`config.mk`:
```
export PLATFORM = sky130hd
export DESIGN_NAME = mdu_iterative
export DESIGN_NICKNAME = d
export VERILOG_FILES = /design/src/rtl/mdu_iterative.sv
export SDC_FILE = /design/constraint.sdc
export NUM_CORES = 1
export LEC_CHECK = 0
export ABC_AREA = 1
export CELL_PAD_IN_SITES_DETAIL_PLACEMENT = 1
export CELL_PAD_IN_SITES_GLOBAL_PLACEMENT = 1
export CORE_UTILIZATION = 42
export CTS_CLUSTER_DIAMETER = 30
export DETAILED_ROUTE_END_ITERATION = 16
export PLACE_DENSITY = 0.93
export SLEW_MARGIN = 30
export SYNTH_ARGS = -nofsm -noshare
export SYNTH_HDL_FRONTEND = slang
export SYNTH_SLANG_ARGS = --single-unit
```
`constraint.sdc`:
```
create_clock -name clk -period 6.4 [get_ports clk]
set_input_delay 1.28 -clock clk [delete_from_list [all_inputs] [get_ports clk]]
set_output_delay 1.28 -clock clk [all_outputs]
set_load 0.05 [all_outputs]
```
`src/rtl/mdu_iterative.sv`:
```
// Iterative multiply/divide unit owning HI/LO: MULT/MULTU shift-add, DIV/DIVU restoring division, WIDTH iterations plus a sign-fix cycle.
// Optional `MDU_DIV0_FLAG_EN adds a sticky div_zero output that is cleared by the next accepted start.
module mdu_iterative #(
  parameter int WIDTH = 32
) (
  input  logic             clk,
  input  logic             rst_n,
  input  logic             start,
  input  logic [1:0]       op,
  input  logic [WIDTH-1:0] a,
  input  logic [WIDTH-1:0] b,
  input  logic             mthi,
  input  logic             mtlo,
  output logic [WIDTH-1:0] hi,
  output logic [WIDTH-1:0] lo,
  output logic             busy,
  output logic             done,
  output logic [1:0]       state_dbg
`ifdef MDU_DIV0_FLAG_EN
  ,
  output logic             div_zero
`endif
);

  localparam int CW = $clog2(WIDTH + 1);

  typedef enum logic [1:0] {IDLE = 2'd0, CALC = 2'd1, FIX = 2'd2} state_t;

  state_t             state_q, state_d;
  logic               div_q, neg_a, neg_b, b_zero;
  logic [WIDTH-1:0]   mc;   // multiplicand, or divisor
  logic [WIDTH-1:0]   sh;   // multiplier or dividend, consumed MSB first
  logic [2*WIDTH-1:0] acc;  // product, or {remainder, quotient}
  logic [CW-1:0]      cnt;

  logic               in_signed;
  logic [WIDTH-1:0]   a_abs, b_abs;
  logic [2*WIDTH-1:0] acc_iter, prod_fix;
  logic [WIDTH:0]     div_shift, div_diff;
  logic [WIDTH-1:0]   quot_fix, rem_fix, res_hi, res_lo;

  assign in_signed = ~op[0];
  assign a_abs     = (in_signed && a[WIDTH-1]) ? -a : a;
  assign b_abs     = (in_signed && b[WIDTH-1]) ? -b : b;
  assign busy      = (state_q != IDLE);
  assign state_dbg = state_q;

  always_comb begin
    state_d = state_q;
    unique case (state_q)
      IDLE:    if (start) state_d = CALC;
      CALC:    if (cnt == CW'(WIDTH - 1)) state_d = FIX;
      FIX:     state_d = IDLE;
      default: state_d = IDLE;
    endcase
  end

  // One iteration: shift-add for multiply, trial subtract for divide.
  always_comb begin
    div_shift = {acc[2*WIDTH-1:WIDTH], sh[WIDTH-1]};
    div_diff  = div_shift - {1'b0, mc};
    if (div_q) begin
      if (!div_diff[WIDTH]) acc_iter = {div_diff[WIDTH-1:0], acc[WIDTH-2:0], 1'b1};
      else                  acc_iter = {div_shift[WIDTH-1:0], acc[WIDTH-2:0], 1'b0};
    end else begin
      acc_iter = {acc[2*WIDTH-2:0], 1'b0} + (sh[WIDTH-1] ? {{WIDTH{1'b0}}, mc} : '0);
    end
  end

  // Sign correction; a zero divisor leaves remainder = |a|, so re-signing it restores a.
  always_comb begin
    prod_fix = (neg_a ^ neg_b) ? -acc : acc;
    quot_fix = (neg_a ^ neg_b) ? -acc[WIDTH-1:0] : acc[WIDTH-1:0];
    rem_fix  = neg_a ? -acc[2*WIDTH-1:WIDTH] : acc[2*WIDTH-1:WIDTH];
    if (div_q) begin
      res_hi = rem_fix;
      res_lo = b_zero ? '1 : quot_fix;
    end else begin
      res_hi = prod_fix[2*WIDTH-1:WIDTH];
      res_lo = prod_fix[WIDTH-1:0];
    end
  end

  always_ff @(posedge clk or negedge rst_n) begin
    if (!rst_n) begin
      state_q  <= IDLE;
      hi       <= '0;
      lo       <= '0;
      done     <= 1'b0;
      div_q    <= 1'b0;
      neg_a    <= 1'b0;
      neg_b    <= 1'b0;
      b_zero   <= 1'b0;
      mc       <= '0;
      sh       <= '0;
      acc      <= '0;
      cnt      <= '0;
`ifdef MDU_DIV0_FLAG_EN
      div_zero <= 1'b0;
`endif
    end else begin
      state_q <= state_d;
      done    <= 1'b0;
      unique case (state_q)
        IDLE: begin
          if (start) begin
            div_q    <= op[1];
            neg_a    <= in_signed & a[WIDTH-1];
            neg_b    <= in_signed & b[WIDTH-1];
            b_zero   <= (b == '0);
            mc       <= op[1] ? b_abs : a_abs;
            sh       <= op[1] ? a_abs : b_abs;
            acc      <= '0;
            cnt      <= '0;
`ifdef MDU_DIV0_FLAG_EN
            div_zero <= 1'b0;
`endif
          end else begin
            if (mthi) hi <= a;
            if (mtlo) lo <= a;
          end
        end
        CALC: begin
          acc <= acc_iter;
          sh  <= {sh[WIDTH-2:0], 1'b0};
          cnt <= cnt + CW'(1);
        end
        FIX: begin
          hi   <= res_hi;
          lo   <= res_lo;
          done <= 1'b1;
`ifdef MDU_DIV0_FLAG_EN
          div_zero <= div_q & b_zero;
`endif
        end
        default: ;
      endcase
    end
  end

endmodule

```
; ---- Word-level counts from Yosys, hierarchy flattened
; Index checks and enable logic that the tools add are counted.
[word_totals]
ff_bits = 205
latch_bits = 0
ram_bits = 0
romBits = 0
input_bits = 71
out_inout_bits = 68
word_cells = 73
memories = 0
[op_classes]
addsub = 8
multipliers = 0
div = 0
magnitude_cmp = 0
n_eq_ne = 8
n_shift = 0
n_mux = 29
bitwise_logic = 4
n_reduce_logical = 12
[ops]
columns = cell, n
row1 = 32-bit two-way mux, 15
row2 = 64-bit two-way mux, 4
row3 = 32-bit one-hot mux with 2 select lines, 3
row4 = 32-bit negation, 4
row5 = 64-bit one-hot mux with 2 select lines, 1
row6 = 64-bit by 32-bit adder with 64-bit output, 1
row7 = 64-bit negation, 1
row8 = 33-bit by 32-bit subtractor with 33-bit output, 1
row9 = 32-bit zero test, 1
row10 = 6-bit one-hot mux with 2 select lines, 1
row11 = "2-bit != test, second input constant", 5
row12 = "6-bit by 1-bit adder with 6-bit output, second input constant", 1
row13 = "6-bit by 5-bit == test with 1-bit output, second input constant", 1
row14 = 6-bit two-way mux, 1
row15 = 2-bit AND reduction, 3
row16 = 3-bit AND reduction, 2
row17 = 2-bit nonzero test, 3
row18 = 2-bit two-way mux, 2
row19 = 2-bit one-hot mux with 2 select lines, 1
row20 = 1-bit AND, 2
row21 = "2-bit by 1-bit == test with 1-bit output, second input constant", 1
row22 = "2-bit == test, second input constant", 1
row23 = 1-bit logical AND, 2
row24 = 2-bit zero test, 1
row25 = other kinds (3), 3

; ---- Longest topological paths before layout
; Gate-level depths: netlist of run 1.
[logic_depth]
ltp_word = 6
ltp_mapped = 22
mapped_depth_nobuf = 19

; ---- Least setup slack after synthesis of run 1
; OpenSTA, ideal clock, no wires.
[synth_timing]
path_type = input to register
start = input a[0]
end = register sh[26]
setup_ns = 0.129
t_arrival_ns = 2.574
required_time_ns = 6.271
setup_slack_ns = 3.697
cell_stages = 14
n_path_buf = 0
cell_sequence = inv_2 -> ha_1 -> inv_1 -> nor3_2 -> nand3_1 -> nor2_2 -> nand2_1 -> nand2_1 -> nand2_1 -> inv_2 -> o21ai_1 -> xor2_1 -> nand2_1 -> nand3_1
[synth_between]
elab_chain_len = 5
[synth_lines]
columns = item, line_no
row1 = from (decl), 10  ; input logic [WIDTH-1:0] a,
row2 = 32-bit negation, 43  ; assign a_abs = (in_signed && a[WIDTH-1]) ? -a : a;
row3 = 32-bit two-way mux, 43
row4 = 32-bit two-way mux, 112  ; sh <= op[1] ? a_abs : b_abs;
row5 = 32-bit two-way mux, 106  ; if (start) begin
row6 = 32-bit one-hot mux with 2 select lines, 104  ; unique case (state_q)
row7 = to (signal assigned), 112
row8 = to (signal assigned), 125  ; sh <= {sh[WIDTH-2:0], 1'b0};
row9 = to (decl), 32  ; logic [WIDTH-1:0] sh;
; Every way passes these cells. The select of a mux whose other input is x is not followed.
; A chain may end at the register's enable or synchronous reset.

; ---- Final worst setup path of run 1
[layout_timing]
start = register sh[31]
end = register acc[23]
[layout_between]
elab_chain_len = 4
[layout_lines]
columns = item, line_no
row1 = 32-bit two-way mux, 66  ; acc_iter = {acc[2*WIDTH-2:0], 1'b0} + (sh[WIDTH-1] ? {{WIDTH{1'b0}}, mc} : '0);
row2 = 64-bit by 32-bit adder with 64-bit output, 66
row3 = 64-bit two-way mux, 62  ; if (div_q) begin
row4 = 64-bit one-hot mux with 2 select lines, 104
row5 = to (signal assigned), 124  ; acc <= acc_iter;
row6 = to (decl), 33  ; logic [2*WIDTH-1:0] acc;
; Every way passes these cells.

==> results of run 1 <==
-- metal layers --
metal	GRT usage [%]	share of wire, %	up-vias
met5	0	0.049	-
met4	27.8	7.8	8
met3	10.7	11	461
li1	-	-	11300
met2	64.3	43	1644
met1	52.5	38	12400
-- how the worst max path moves through the flow --
| stage | startpoint | endpoint | slack, ns | cells past startpoint |
|---|---|---|---|---|
| after floorplan | a[0] | sh[26]$_DFFE_PN0P_ | 3.70 | 14 |
| after global placement | start | mc[30]$_DFFE_PN0P_ | 2.29 | 8 |
| after detailed placement | start | mc[2]$_DFFE_PN0P_ | 2.22 | 7 |
| after CTS | sh[31]$_DFFE_PN0P_ | acc[23]$_DFFE_PN0P_ | 2.76 | 15 |
| after global routing | sh[31]$_DFFE_PN0P_ | acc[23]$_DFFE_PN0P_ | 2.55 | 15 |
| final | sh[31]$_DFFE_PN0P_ | acc[23]$_DFFE_PN0P_ | 2.64 | 15 |
-- final cells by class --
cell class / instances / area, sq um / share of cell area [%]
timing repair buffer: 159 / 1560 / 6.44
sequential: 205 / 5130 / 21.2
tap: 615 / 769 / 3.18
clock inverter: 32 / 510 / 2.11
multi-input combinational: 2592 / 12800 / 53.0
antenna: 1 / 2.50 / 0.0103
inverter: 555 / 2080 / 8.60
clock buffer: 60 / 1340 / 5.52
-- tightest hold or removal path, delay by kind of cell, from the launching register on --
kind / cells / cell delay [ns]
flops: 1 / 0.35
simple gates: 2 / 0.13
-- logic make-up after synthesis --
| kind of cell | Yosys count |
|---|---|
| compound gates | 435 |
| xor+xnor | 94 |
| simple gates | 1991 |
| buf+inv | 680 |
| flops | 205 |
| fa+ha+maj | 72 |
-- registers in the layout, summed over array words and instances (netlist names), 2 cells and up --
signal,cells
mc,32
hi,32
lo,32
cnt,6
state_dbg,2
sh,32
acc,64
-- report_power, final --
part	total [uW]	switching, uW	internal, uW
combinational	10600	7440	3130
clock	2840	942	1900
sequential	3220	1270	1940
-- synth_stat cells (all sizes together) (25+ instances only) --
cell / count
a21oi: 89
a22oi: 35
buf: 65
clkbuf: 60
dfrtp: 205
ha: 70
inv: 554
nand2: 1213
nand3: 367
nand4: 38
nor2: 266
nor3: 55
o211ai: 62
o21ai: 175
xnor2: 25
xor2: 69
-- through the flow --
| stage | setup slack (ns) | hold slack [ns] | instances | util, % |
|---|---|---|---|---|
| 6_report | 2.64 | 0.516 | 4219 | 50.4 |
| 4_1_cts | 2.76 | 0.511 | 4218 | 50.4 |
| 3_3_place_gp | 2.29 | 0.479 | 4126 | 46.5 |
| 5_1_grt | 2.55 | 0.529 | 4218 | 50.4 |
| 2_1_floorplan | 3.70 | 0.453 | 3477 | - |
| 3_5_place_dp | 2.22 | 0.483 | 4126 | 46.5 |
==> results.cfg, run 1 <==
[die]
die_area_sq_um = 50000
io_pins = 139
die_h_um = 224
rows = 80
start_util_pct = 42.9
core_sq_um = 48000
die_x_um = 224

[setup_path]
rrSetupSlack_ns = 2.64
path_buf_inv = 3
startpoint_type = flip-flop
worst_path_largest_cell_delay_ns = 0.55
crit_arrival_ns = 4.20
crit_family = simple AND/OR/NAND/NOR gates
required_ns = 6.84
cp_cell_sequence = buf_4, nand2_1, inv_1, ha_1, fa_1, nand3_1, nor2_1, or2_2, nand2_1, nand3b_1, nand2_1, inv_1, o21ai_0, o211ai_1, o21ai_0
rr_endpoint = acc[23]$_DFFE_PN0P_
crit_slowest_cell = dfrtp_1
crit-reg2reg-launch = sh[31]$_DFFE_PN0P_
crit_fanout = 16
end_kind = flip-flop
r2r_cells = 15
path_class = reg2reg
critPathMostFrequentCell = nand2_1

[cts]
cts_buffers = 49
clock_latency_ns = 0.60
cts_hold_buf = 0
cts_num_sinks = 205
clk_path_buf_depth = 3
htreeDepth = 2
cts_setup_buffers = 0
clk_pin_slew_ns = 0.05
root_buffer = clkbuf_16
cts_tree = done
cts_resized = 0

[yosys]
synth_edf_count = 0
syn_nets = 3620
synth_simple_gate_area_share_pct = 40.9
synth-compound-area-share_pct = 12.7
synth_top_area_share_pct = 24.9
synth-xor-area-share_pct = 3.99
synthCells = 3477
synth_area_sq_um = 20600
synthFlopType = dfrtp_1
synth_top_cell_by_area = dfrtp_1
synth_mux_area_share_pct = 0
yosysWarnings = 0
ys_ff_latch = 205
synth_fa_ha_area_share_pct = 4.44
synth_async_sr_flop_share_pct = 100
syn_area_per_cell_sq_um = 5.93
synth_top_family_by_area = simple AND/OR/NAND/NOR gates
ys_types = 52
ys_top_cells_by_area = dfrtp_1 (25%), nand2_1 (22%), inv_1 (9.9%)
ys_seq_area_share_pct = 24.9

[grt]
grt_pass1_vias = 26200
grt_pass1_wl_um = 160000
antenna_found_initial = 6
grt_use_total_pct = 42.1
grt_overflow = 0
grt_max_degree = 145

[sta]
finalCritPeriodShare_pct = 58.7
final_max_slew_viol_count = 0
skew_ns = 0.0346
layout_min_cycle_time_ns = 3.76
fmaxAchievable_ghz = 0.266
fin_tns_setup_ns = 0
rsz0062_at_grt = false
setup_violations = 0
slew_headroom_pct = 31.5
hold_viol_final = 0
worst_pin_slew_ns = 1.03

[route]
via_count = 25800
ant_nets = 0
routed_wl_um = 106000
drt_iter0_drc = 3215
routed_via_density = 6.11
drc = 0
drt_first_pass_iters = 6
wl_per_cell_um = 25.0

[power_and_ir_drop]
leakage_uw = 0.0126
power_uw = 16600
peakVddDrop_uv = 249
p_per_area_nw_per_um2 = 687

[run_status]
status = finished clean

[worst_hold_path]
hold_path.class = reg2reg
holdPathStages = 2
hp-start = hi[0]$_DFFE_PN0P_
hold_end = hi[0]$_DFFE_PN0P_

[finish]
nFillCells = 6624
layout.nets = 3705
most-common-layout-cells = nand2_1 (1200), inv_1 (543), nand3_1 (364)
drive_gt1_share_pct = 5.08
postLayoutCellArea_sq_um = 24200
syn2layout_area_growth_pct = 17.5
final_common_cell = nand2_1

[placed_design]
place_area_sq_um = 22400
io_buffers = 138
post-dp-hpwl_um = 77000
gp_congestion = 1.05

[flow_run]
cap_violations = 0
No activity file was read; power rests on OpenSTA's default activity.
==> inputs of run 2 (changes only) <==
==> constraint.sdc (replaced) <==
create_clock -name clk -period 3.61 [get_ports clk]
set_input_delay 0.722 -clock clk [delete_from_list [all_inputs] [get_ports clk]]
set_output_delay 0.722 -clock clk [all_outputs]
set_load 0.05 [all_outputs]
==> results.cfg, run 2 (synthesis gave the netlist of run 1 again) <==
[grt]
use_met3_pct = 12.2
grt.busiest_layer = met2
antenna_found_initial = 12
grtUsageMet1_pct = 51.6
grt_max_degree = 78
met2_usage_pct = 65.8
grt_pass1_vias = 26500
grt_use_total_pct = 42.9
grt_pass1_wl_um = 161000
grt_overflow = 0

[die]
die_h_um = 224
rows = 80
io_pins = 139
die_x_um = 224
die_area_sq_um = 50000
start_util_pct = 42.9
core_sq_um = 48000

[cts]
clk_path_buf_depth = 3
cts_num_sinks = 205
htreeDepth = 2
clk_pin_slew_ns = 0.05
cts_buffers = 53
cts_tree = done
root_buffer = clkbuf_16
clock_latency_ns = 0.62
cts_setup_buffers = 0

[placed_design]
io_buffers = 138
post-dp-hpwl_um = 79500
gp_congestion = 1.10
preCtsSetupSlack_ns = 0.546

[route]
drc = 0
routed_wl_um = 108000
drt_iter0_drc = 2876
via_count = 26000
wl_per_cell_um = 25.3
drt_first_pass_iters = 6
routed_via_density = 6.09
ant_nets = 0

[finish]
most-common-layout-cells = nand2_1 (1200), inv_1 (544), nand3_1 (364)
largest_register = acc
drive_gt1_share_pct = 6.09
final_common_cell = nand2_1
largest_register_ffs = 64
nFillCells = 6587
syn2layout_area_growth_pct = 19.7
layout.nets = 3745

[sta]
hold_viol_final = 0
slew_headroom_pct = 40.5
worst_pin_slew_ns = 0.891
finalCritPeriodShare_pct = 93.6
layout_min_cycle_time_ns = 3.38
final_max_slew_viol_count = 0
fmaxAchievable_ghz = 0.296
skew_ns = 0.0504
setup_ws_ns = 0.230
rsz0062_at_grt = false
setup_violations = 0
fin_tns_setup_ns = 0

[setup_path]
crit_family = simple AND/OR/NAND/NOR gates
path_buf_inv = 1
crit_arrival_ns = 3.81
cp.depth = 13
required_ns = 4.04
end_kind = flip-flop
rrSetupSlack_ns = 0.23
cp_cell_sequence = inv_1, ha_1, nand2_1, nor2_2, nand3_1, nand2_2, nand2_2, nand2_2, nand2_4, nand3_4, nand2_8, nor2_2, o22ai_1
crit_fanout = 34
path_class = reg2reg
crit_slowest_cell = dfrtp_1
critPathMostFrequentCell = nand2_2
r2r_cells = 13
startpoint_type = flip-flop
rr_endpoint = acc[0]$_DFFE_PN0P_
crit-reg2reg-launch = mc[4]$_DFFE_PN0P_
worst_path_largest_cell_delay_ns = 0.57

[power_and_ir_drop]
p_per_area_nw_per_um2 = 1220
leakage_uw = 0.0128
peakVddDrop_uv = 499

[worst_hold_path]
hold_path.class = in2async

[flow_run]
cap_violations = 0

[run_status]
status = finished clean
run 2: how the worst max path moves through the flow:
| stage | startpoint | to | slack (ns) |
|---|---|---|---|
| CTS | sh[31]$_DFFE_PN0P_ | acc[35]$_DFFE_PN0P_ | 0.52 |
| detailed placement | a[1] | sh[26]$_DFFE_PN0P_ | 0.55 |
| global route | mc[4]$_DFFE_PN0P_ | acc[0]$_DFFE_PN0P_ | 0.20 |
| global placement | b[0] | mc[30]$_DFFE_PN0P_ | 0.63 |
| finish | mc[4]$_DFFE_PN0P_ | acc[0]$_DFFE_PN0P_ | 0.23 |
| floorplan | sh[31]$_DFFE_PN0P_ | acc[59]$_DFFE_PN0P_ | 1.02 |
run 2: report_power, final:
part	switching (uW)	internal [uW]	total, uW	leakage (uW)
registers	2010	3450	5460	0.00250
logic	13600	5780	19400	0.00936
clock network	1740	3620	5360	0.000947
total	17400	12900	30200	0.0128
run 2: layout make-up:
type	instances	area [sq um]	share of cell area (%)
inverters	555	2080	8.44
clock buffers	67	1440	5.83
flip-flops and latches	205	5130	20.8
diodes	4	10.0	0.0406
multi-input cells	2592	12800	52.0
well taps	615	769	3.12
repair buffers	195	1890	7.65
clock inverters	32	532	2.15
run 2: worst register-to-register path, stage by stage, from the launching register on:
cell and delay [ns]:
dfrtp_1 0.57, inv_1 0.32, ha_1 0.47, nand2_1 0.11
nor2_2 0.17, nand3_1 0.10, nand2_2 0.15, nand2_2 0.07
nand2_2 0.10, nand2_4 0.07, nand3_4 0.20, nand2_8 0.20
nor2_2 0.45, o22ai_1 0.23
run 2: layer usage:
metal | part of all wire [%] | vias to the layer above
met5 | 0.038 | -
met4 | 8.2 | 6
met3 | 12 | 499
met2 | 43 | 1719
met1 | 37 | 12400
li1 | - | 11400
run 2: repair_timing:
action / CTS / global route
setup endpoints to repair: 0 / 1
resized for setup: 0 / 1
hold buffers: 0 / 0
run 2: stage by stage:
stage	util (%)	cells	power, uW	hold slack (ns)	cell area, sq um
after floorplan	-	3477	16900	0.426	20600
after global placement	47.2	4162	22900	0.482	22700
after detailed placement	47.2	4162	23500	0.485	22700
after CTS	51.3	4261	29300	0.0817	24700
after global routing	51.4	4263	31700	0.0715	24700
final	51.4	4265	30200	0.0345	24700
